--- config.mk ---
export PLATFORM = sky130hd
export DESIGN_NAME = khani_unsort
export DESIGN_NICKNAME = d
export VERILOG_FILES = /design/src/rtl/khani_pkg.sv /design/src/rtl/khani_scatter_buf.sv /design/src/rtl/khani_unsort.sv
export SDC_FILE = /design/constraint.sdc
export NUM_CORES = 1
export LEC_CHECK = 0
export ABC_AREA = 1
export CAP_MARGIN = 10
export CORE_UTILIZATION = 45
export CTS_CLUSTER_DIAMETER = 120
export DETAILED_ROUTE_END_ITERATION = 7
export PLACE_DENSITY_LB_ADDON = 0.25
export SKIP_CTS_REPAIR_TIMING = 1
export SYNTH_ARGS = -nofsm -noshare
export SYNTH_HDL_FRONTEND = slang
export SYNTH_SLANG_ARGS = --single-unit
--- constraint.sdc ---
create_clock -name clk -period 4.3 [get_ports clk]
set_clock_uncertainty 0.05 [all_clocks]
set_input_delay 1.29 -clock clk [delete_from_list [all_inputs] [get_ports clk]]
set_output_delay 1.29 -clock clk [all_outputs]
set_load 0.01 [all_outputs]
--- src/rtl/khani_pkg.sv ---
// Shared definitions for the khani sort/unsort blocks: default frame
// geometry, the index-width helper and the load/drain state encoding.
package khani_pkg;

    localparam int KHANI_N     = 6;
    localparam int KHANI_WIDTH = 8;

    // Index width is clog2(n), but never narrower than one bit.
    function automatic int khani_idxw(input int n);
        return (n <= 2) ? 1 : $clog2(n);
    endfunction

    localparam int KHANI_IDXW = khani_idxw(KHANI_N);

    typedef enum logic {
        ST_LOAD  = 1'b0,
        ST_DRAIN = 1'b1
    } khani_state_t;

endpackage

--- src/rtl/khani_scatter_buf.sv ---
// N-entry scatter buffer with one occupied bit per slot. One write port,
// one combinational read port (unoccupied slots read as zero), an
// occupancy probe at the write address, and a synchronous clear of the
// occupied bits.
module khani_scatter_buf
    import khani_pkg::*;
#(
    parameter  int N     = KHANI_N,
    parameter  int WIDTH = KHANI_WIDTH,
    localparam int IDXW  = khani_idxw(N)
) (
    input  logic             clk,
    input  logic             rst,
    input  logic             i_clr,
    input  logic             i_we,
    input  logic [IDXW-1:0]  i_waddr,
    input  logic [WIDTH-1:0] i_wdata,
    input  logic [IDXW-1:0]  i_raddr,
    output logic [WIDTH-1:0] o_rdata,
    output logic             o_wocc
);

    logic [WIDTH-1:0] r_mem [N];
    logic [N-1:0]     r_occ;

    // Slot storage: write the addressed slot; addresses >= N match nothing.
    always_ff @(posedge clk or posedge rst) begin
        if (rst) begin
            for (int i = 0; i < N; i++) begin
                r_mem[i] <= '0;
            end
        end else begin
            for (int i = 0; i < N; i++) begin
                if (i_we && (i_waddr == IDXW'(i))) begin
                    r_mem[i] <= i_wdata;
                end
            end
        end
    end

    // Occupied bits: clear wins over a write so a new frame starts empty.
    always_ff @(posedge clk or posedge rst) begin
        if (rst) begin
            r_occ <= '0;
        end else if (i_clr) begin
            r_occ <= '0;
        end else begin
            for (int i = 0; i < N; i++) begin
                if (i_we && (i_waddr == IDXW'(i))) begin
                    r_occ[i] <= 1'b1;
                end
            end
        end
    end

    // Combinational read of the drain slot and occupancy of the write slot.
    always_comb begin
        o_rdata = '0;
        o_wocc  = 1'b0;
        for (int i = 0; i < N; i++) begin
            if ((i_raddr == IDXW'(i)) && r_occ[i]) begin
                o_rdata = r_mem[i];
            end
            if (i_waddr == IDXW'(i)) begin
                o_wocc = r_occ[i];
            end
        end
    end

endmodule

--- src/rtl/khani_unsort.sv ---
// Restores original element order of a sorted frame: each element is
// scattered to the slot named by its pre-sort index, then slots 0..N-1
// are streamed out. A sticky err flags bad/duplicate indices and frames
// whose length disagrees with N; it clears when the frame drains.
module khani_unsort
    import khani_pkg::*;
#(
    parameter  int N     = KHANI_N,
    parameter  int WIDTH = KHANI_WIDTH,
    localparam int IDXW  = khani_idxw(N)
) (
    input  logic             clk,
    input  logic             rst,
    input  logic             in_valid,
    output logic             in_ready,
    input  logic [WIDTH-1:0] in_data,
    input  logic [IDXW-1:0]  in_idx,
    input  logic             in_last,
    output logic             out_valid,
    input  logic             out_ready,
    output logic [WIDTH-1:0] out_data,
    output logic             out_last,
    output logic             err
);

    localparam int CNTW = $clog2(N + 1);

    khani_state_t      r_state;
    logic [CNTW-1:0]   r_count;
    logic [IDXW-1:0]   r_rdPtr;
    logic              r_err;

    logic              w_accept;
    logic              w_idxBad;
    logic              w_we;
    logic              w_wocc;
    logic [CNTW-1:0]   w_countNext;
    logic              w_full;
    logic              w_outFire;
    logic              w_frameEnd;
    logic [WIDTH-1:0]  w_rdata;

    assign in_ready    = (r_state == ST_LOAD) && !rst;
    assign out_valid   = (r_state == ST_DRAIN);
    assign out_last    = (r_state == ST_DRAIN) && (r_rdPtr == IDXW'(N - 1));
    assign out_data    = (r_state == ST_DRAIN) ? w_rdata : '0;
    assign err         = r_err;

    assign w_accept    = in_valid && in_ready;
    assign w_idxBad    = int'(in_idx) >= N;
    assign w_we        = w_accept && !w_idxBad && !w_wocc;
    assign w_countNext = r_count + CNTW'(1);
    assign w_full      = (w_countNext == CNTW'(N));
    assign w_outFire   = out_valid && out_ready;
    assign w_frameEnd  = w_outFire && out_last;

    khani_scatter_buf #(
        .N     (N),
        .WIDTH (WIDTH)
    ) u_buf (
        .clk     (clk),
        .rst     (rst),
        .i_clr   (w_frameEnd),
        .i_we    (w_we),
        .i_waddr (in_idx),
        .i_wdata (in_data),
        .i_raddr (r_rdPtr),
        .o_rdata (w_rdata),
        .o_wocc  (w_wocc)
    );

    // Load/drain FSM with accept counter, read pointer and sticky error.
    always_ff @(posedge clk or posedge rst) begin
        if (rst) begin
            r_state <= ST_LOAD;
            r_count <= '0;
            r_rdPtr <= '0;
            r_err   <= 1'b0;
        end else begin
            case (r_state)
                ST_LOAD: begin
                    if (w_accept) begin
                        r_count <= w_countNext;
                        if (w_idxBad || w_wocc) begin
                            r_err <= 1'b1;
                        end
                        if (in_last != w_full) begin
                            r_err <= 1'b1;
                        end
                        if (in_last || w_full) begin
                            r_state <= ST_DRAIN;
                        end
                    end
                end
                ST_DRAIN: begin
                    if (w_frameEnd) begin
                        r_state <= ST_LOAD;
                        r_rdPtr <= '0;
                        r_count <= '0;
                        r_err   <= 1'b0;
                    end else if (w_outFire) begin
                        r_rdPtr <= r_rdPtr + IDXW'(1);
                    end
                end
                default: begin
                    r_state <= ST_LOAD;
                end
            endcase
        end
    end

endmodule

; ---- Yosys cells after proc, flatten, opt, wreduce, memory -nomap -nowiden
; Cells that the tools add are included.
; Widths: inputs -> output; s select.
[word_totals]
latchBits = 0
ram_bits = 0
reg_bits = 62
romBits = 0
elab_cells = 105
n_memories = 0
[op_classes]
magnitude_cmp = 1
bitwise = 1
n_div = 0
add_sub_neg = 2
mul = 0
n_eq_ne = 15
shift = 0
reduce_logical = 36
n_mux = 34
[op_table]
columns = operator, count
row1 = $mux 8, 7
row2 = $logic_and 1x1->1, 19
row3 = $mux 1, 19
row4 = $eq 3x3->1 const B, 5
row5 = $reduce_bool 2->1, 7
row6 = $eq 3x2->1 const B, 4
row7 = $mux 3, 4
row8 = $add 3x1->3 const B, 2
row9 = $eq 3x1->1 const B, 2
row10 = $logic_not 3->1, 2
row11 = $mux 6, 1
row12 = $pmux 3 s2, 1
row13 = $pmux 1 s2, 2
row14 = $reduce_and 2->1, 2
row15 = $ge 3x3->1 const B, 1
row16 = $logic_not 1->1, 3
row17 = $ne 3x1->1 const B, 1
row18 = $reduce_and 3->1, 1
row19 = $logic_or 1x1->1, 2
row20 = $ne 2x1->1 const B, 1
row21 = $ne 2x2->1 const B, 1
row22 = $ne 1x1->1, 1
row23 = $not 1->1, 1

; ---- Longest topological paths before layout
[logic_depth]
depth_word = 12
depth_mapped = 12

; ---- Hierarchy
; A second synthesis with hierarchy kept.
[hier_totals]
cells_unflattened = 376
area_unflattened_um2 = 3035.4
[modules_own_cells]
columns = mod, cells_each, instances, area_each_um2, seq_area_each_um2
row1 = khani_scatter_buf, 296, 1, 2448.6, 1351.3
row2 = khani_unsort, 80, 1, 586.8, 200.2

; ---- Worst setup path before layout
; OpenSTA, ideal clock, no wires.
[synth_path]
path_type = flip-flop to output port
startpoint = register r_rdPtr[0]
endpoint = output out_data[0]
stages_incl_launch_ff = 11
t_arrival_ps = 1708
path_slack_ps = 1252
required_ps = 2960
cell_sequence = dfrtp_1 > inv_1 > ha_1 > inv_1 > nor3_1 > nand3_1 > nand3_1 > nand2_1 > nand2_1 > nand2_1 > a21oi_1
[synth_via]
elab_chain_len = 9
word_cells_on_any_way = 19
classes_between = eq/ne: 5 / mux: 7 / reduce/logical: 7
[synth_lines]
columns = item, line_no
row1 = "start, declared", khani_unsort.sv:30  ; logic [IDXW-1:0] r_rdPtr;
row2 = "start signal, assigned", khani_unsort.sv:102  ; r_rdPtr <= r_rdPtr + IDXW'(1);
row3 = $logic_not 3->1, khani_scatter_buf.sv:61  ; if ((i_raddr == IDXW'(i)) && r_occ[i]) begin
row4 = $logic_and 1x1->1, khani_scatter_buf.sv:61
row5 = $mux 8 (5 in a row), khani_scatter_buf.sv:61
row6 = $mux 8 (*), khani_scatter_buf.sv:61
row7 = $mux 8 (*), khani_unsort.sv:46  ; assign out_data = (r_state == ST_DRAIN) ? w_rdata : '0;
row8 = "end, declared", khani_unsort.sv:21  ; output logic [WIDTH-1:0] out_data,
; Mark *: on every way between the ends. The rest lies on a longest branch, timed or not.

; ---- Worst setup path in the final report
[layout_path]
startpoint = register r_rdPtr[0]
endpoint = output out_data[6]
; The elaborated chain is that of the path after synthesis.

==> out/results.txt <==
vertical die dimension: 87.0 um
number of nets still failing antenna checks after routing: 0
layout net count: 479
area of all sequential standard cells: 1550 sq um
Max clock buf depth: 2
Syn-to-layout area delta: 19.8%
switching fraction of total power: 33.7%
global route overflow: 0
via total after detailed routing: 2,902
first-pass GRT wire length: 14,200 um
Synth Cell Area: 3250 sq um
Critical path buffers and inverters: 4
Filler Cell Count: 639
worst-case vdd ir drop: 288 uV
critical-path cell list: inv_1 -> ha_1 -> inv_1 -> nor3_2 -> inv_1 -> nand2_1 -> a21oi_1 -> clkdlybuf4s50_1
leakage dissipation: 2.08 nW
weighted congestion reported at the end of routability-driven placement: 0.854
Seq cells post-synth: 62
clock tree sinks: 62
number of remaining DRC errors: 0
via count of the first global-routing pass: 2,856
relative contribution of the clock network to total power: 29.8%
Port Buffer Count: 27
Net Count, Synth: 441
combinational family with the most area after synthesis: simple AND/OR/NAND/NOR gates
final antenna diode count: 0
Seq pwr share: 41.1%
synthesized netlist cell count: 417
half-perimeter wire length after detailed placement: 5590 um
count of warnings emitted by yosys: 0
CTS buffer count: 9
Pwr Density: 558 nW/um^2
routed via count divided by cell count: 5.22
die footprint: 7560 sq um
maximum fanout along the worst path: 9
Fin. Hold Viols: 0
clock root cell: sky130_fd_sc_hd__clkbuf_8
register area share after synthesis: 47.7%
library cell appearing most often on the critical path: sky130_fd_sc_hd__inv_1
clock insertion delay at the later pin of the skew report: 340 ps
parity-gate share of the synthesized area counting xor and xnor cells: 0.270%
clock edge transition at the registers on the reported setup and hold paths: 70 ps
number of max-slew violations in the final report: 0
slowest stage cell, crit path: sky130_fd_sc_hd__nor3_2
Fin Setup TNS: 0 ps
final critical-path share of the clock period: 94.0%
Fmax: 0.247 GHz
run status: complete, no violations
final worst path period need: 4040 ps
Simple-Gate Fraction of Synth Area: 36.5%
post-placement worst setup slack: 547 ps
Placeable Area: 6870 sq um
multiplexer area fraction after synthesis: 0.308%
category of the critical setup timing path: flop to primary output
effective utilization at floorplan: 47.3%
deepest level of the CTS H-tree: 3
DRT Wirelength: 8370 um
sw power: 0.000732 W
fraction of power consumed by combinational cells: 29.1%
TritonCTS clock tree: built
required time at the endpoint of the critical path: 2960 ps
ports placed on the boundary: 28
final setup vio count: 0
CP max stage delay: 570 ps
pin count of the biggest net entering global routing: 49
combined area of the multi-input logic cells: 1510 sq um
initial drt markers: 254
fraction of layout instances using a drive strength above 1: 10.0%
Routed wire per std cell: 15.1 um
normalized max-slew margin: 37.7%
smallest setup slack after layout: 256 ps
Die X-Extent: 87.0 um
initial antenna violation count: 0
Critical Path End Type: primary output
Worst-Margin Slew: 933 ps
number of maximum-capacitance violations: 0
global-route usage over all layers: 24.6%
per-instance average area after synthesis: 7.79 sq um
kind of cell adding the most delay to the critical path: buffers and inverters
RSZ-0062 raised after global routing: no
worst hold-check path type: flop to flop
fraction of the mapped netlist area in compound gates: 6.28%
library cells used by synthesis: 25
internal power consumption: 0.00144 W
Post-Synth Adder-Cell Area: 3.08%
number of placement rows: 30
number of optimization iterations in the first detailed-route pass: 5
data arrival time of the critical path: 2700 ps
critical path startpoint category: flop
==> per-layer routing <==
metal / up-vias / global-route usage, % / routed length, um
met5: - / 0 / 0
met3: 11 / 4.08 / 446
met4: 0 / 9.39 / 118
li1: 1440 / - / -
met2: 98 / 37.0 / 3760
met1: 1353 / 35.4 / 4050
==> sequential cells by signal, indices dropped and copies added, names as in the netlist <==
signal	count
out_valid	1
err	1
r_rdPtr	3
r_count	3
u_buf.r_mem	48
u_buf.r_occ	6
==> through the flow <==
| stage | hold slack, ps | total power (W) | util (%) | cell area [sq um] | cells |
|---|---|---|---|---|---|
| 6_report | 428 | 0.00217 | 56.7 | 3890 | 556 |
| 5_1_grt | 442 | 0.00231 | 56.7 | 3890 | 556 |
| 3_3_place_gp | 407 | 0.00150 | 53.1 | 3640 | 540 |
| 4_1_cts | 430 | 0.00218 | 56.7 | 3890 | 556 |
| 2_1_floorplan | 394 | 0.00130 | - | 3250 | 417 |
| 3_5_place_dp | 411 | 0.00153 | 53.1 | 3640 | 540 |
==> final cells by class <==
| cell class | count | area share [%] |
|---|---|---|
| clock inverters | 3 | 2.31 |
| well taps | 96 | 3.08 |
| inverters | 34 | 3.28 |
| flip-flops and latches | 62 | 39.8 |
| multi-input cells | 312 | 38.7 |
| clock buffers | 13 | 4.08 |
| repair buffers | 36 | 8.68 |
==> cells by family after synthesis <==
logic type	Yosys count
and+or+nand+nor	263
DFF	62
buffers and inverters	43
AOI/OAI and AO/OA	39
adders and majority gates	8
xor gates and xnor gates	1
muxes	1
==> worst paths after layout <==
kind | slack, ps | to | start | cells after the start
hold / removal | 430 | u_buf.r_mem[2] | u_buf.r_mem[2] | 2
min in group asynchronous | 1450 | u_buf.r_occ[5] | rst | 2
setup / recovery | 260 | out_data[6] | r_rdPtr[0] | 8
max in group asynchronous | 2010 | u_buf.r_mem[47] | rst | 3
setup reg to reg | 2420 | u_buf.r_mem[1] | out_valid | 6
hold reg to reg | 430 | u_buf.r_mem[2] | u_buf.r_mem[2] | 2
==> Yosys cell counts <==
cell	instances	area, sq um
sky130_fd_sc_hd__a21oi_1	24	120
sky130_fd_sc_hd__buf_2	2	10.0
sky130_fd_sc_hd__buf_4	1	7.51
sky130_fd_sc_hd__buf_6	3	33.8
sky130_fd_sc_hd__clkbuf_1	3	11.3
sky130_fd_sc_hd__dfrtp_1	62	1550
sky130_fd_sc_hd__ha_1	8	100
sky130_fd_sc_hd__inv_1	30	113
sky130_fd_sc_hd__inv_2	4	15.0
sky130_fd_sc_hd__mux2i_1	1	10.0
sky130_fd_sc_hd__nand2_1	148	556
sky130_fd_sc_hd__nand2_2	1	6.26
sky130_fd_sc_hd__nand3_1	69	345
sky130_fd_sc_hd__nand3_2	2	20.0
sky130_fd_sc_hd__nand4_1	3	18.8
sky130_fd_sc_hd__nand4_2	6	75.1
sky130_fd_sc_hd__nor2_1	24	90.1
sky130_fd_sc_hd__nor2_2	5	31.3
sky130_fd_sc_hd__nor2_4	2	22.5
sky130_fd_sc_hd__nor3_1	2	10.0
sky130_fd_sc_hd__nor3_2	1	10.0
sky130_fd_sc_hd__o21ai_0	10	50.1
sky130_fd_sc_hd__o21ai_2	1	8.76
sky130_fd_sc_hd__o22ai_1	4	25.0
sky130_fd_sc_hd__xnor2_1	1	8.76
==> power groups by stage <==
stage / logic [W] / registers [W] / clock network, W
floorplan: 0.000434 / 0.000862 / 0
global placement: 0.000608 / 0.000893 / 0
CTS: 0.000631 / 0.000894 / 0.000653
global route: 0.000720 / 0.000915 / 0.000679
detailed placement: 0.000625 / 0.000902 / 0
finish: 0.000632 / 0.000893 / 0.000649
==> layout by cell type (no fill, tap or decap) <==
master and n:
sky130_fd_sc_hd__o22ai_1 4, sky130_fd_sc_hd__buf_4 9, sky130_fd_sc_hd__nor2_1 24, sky130_fd_sc_hd__mux2i_1 1
sky130_fd_sc_hd__nor2_4 2, sky130_fd_sc_hd__inv_1 29, sky130_fd_sc_hd__o21ai_0 10, sky130_fd_sc_hd__dfrtp_1 62
sky130_fd_sc_hd__inv_2 5, sky130_fd_sc_hd__clkbuf_8 11, sky130_fd_sc_hd__nand3_2 2, sky130_fd_sc_hd__nand4_2 6
sky130_fd_sc_hd__nor2_2 5, sky130_fd_sc_hd__nand2_2 1, sky130_fd_sc_hd__ha_1 8, sky130_fd_sc_hd__clkbuf_1 2
sky130_fd_sc_hd__nand2_1 148, sky130_fd_sc_hd__nor3_1 2, sky130_fd_sc_hd__a21oi_1 24, sky130_fd_sc_hd__xnor2_1 1
sky130_fd_sc_hd__bufinv_16 3, sky130_fd_sc_hd__clkdlybuf4s50_1 27, sky130_fd_sc_hd__nor3_2 1, sky130_fd_sc_hd__nand3_1 69
sky130_fd_sc_hd__o21ai_2 1, sky130_fd_sc_hd__nand4_1 3
==> worst min-delay path, delay by kind of cell (launching register included) <==
| kind | cells | cell delay (ps) |
|---|---|---|
| flops | 1 | 340 |
| simple gates | 2 | 110 |
No activity file was read; power rests on OpenSTA's default activity.
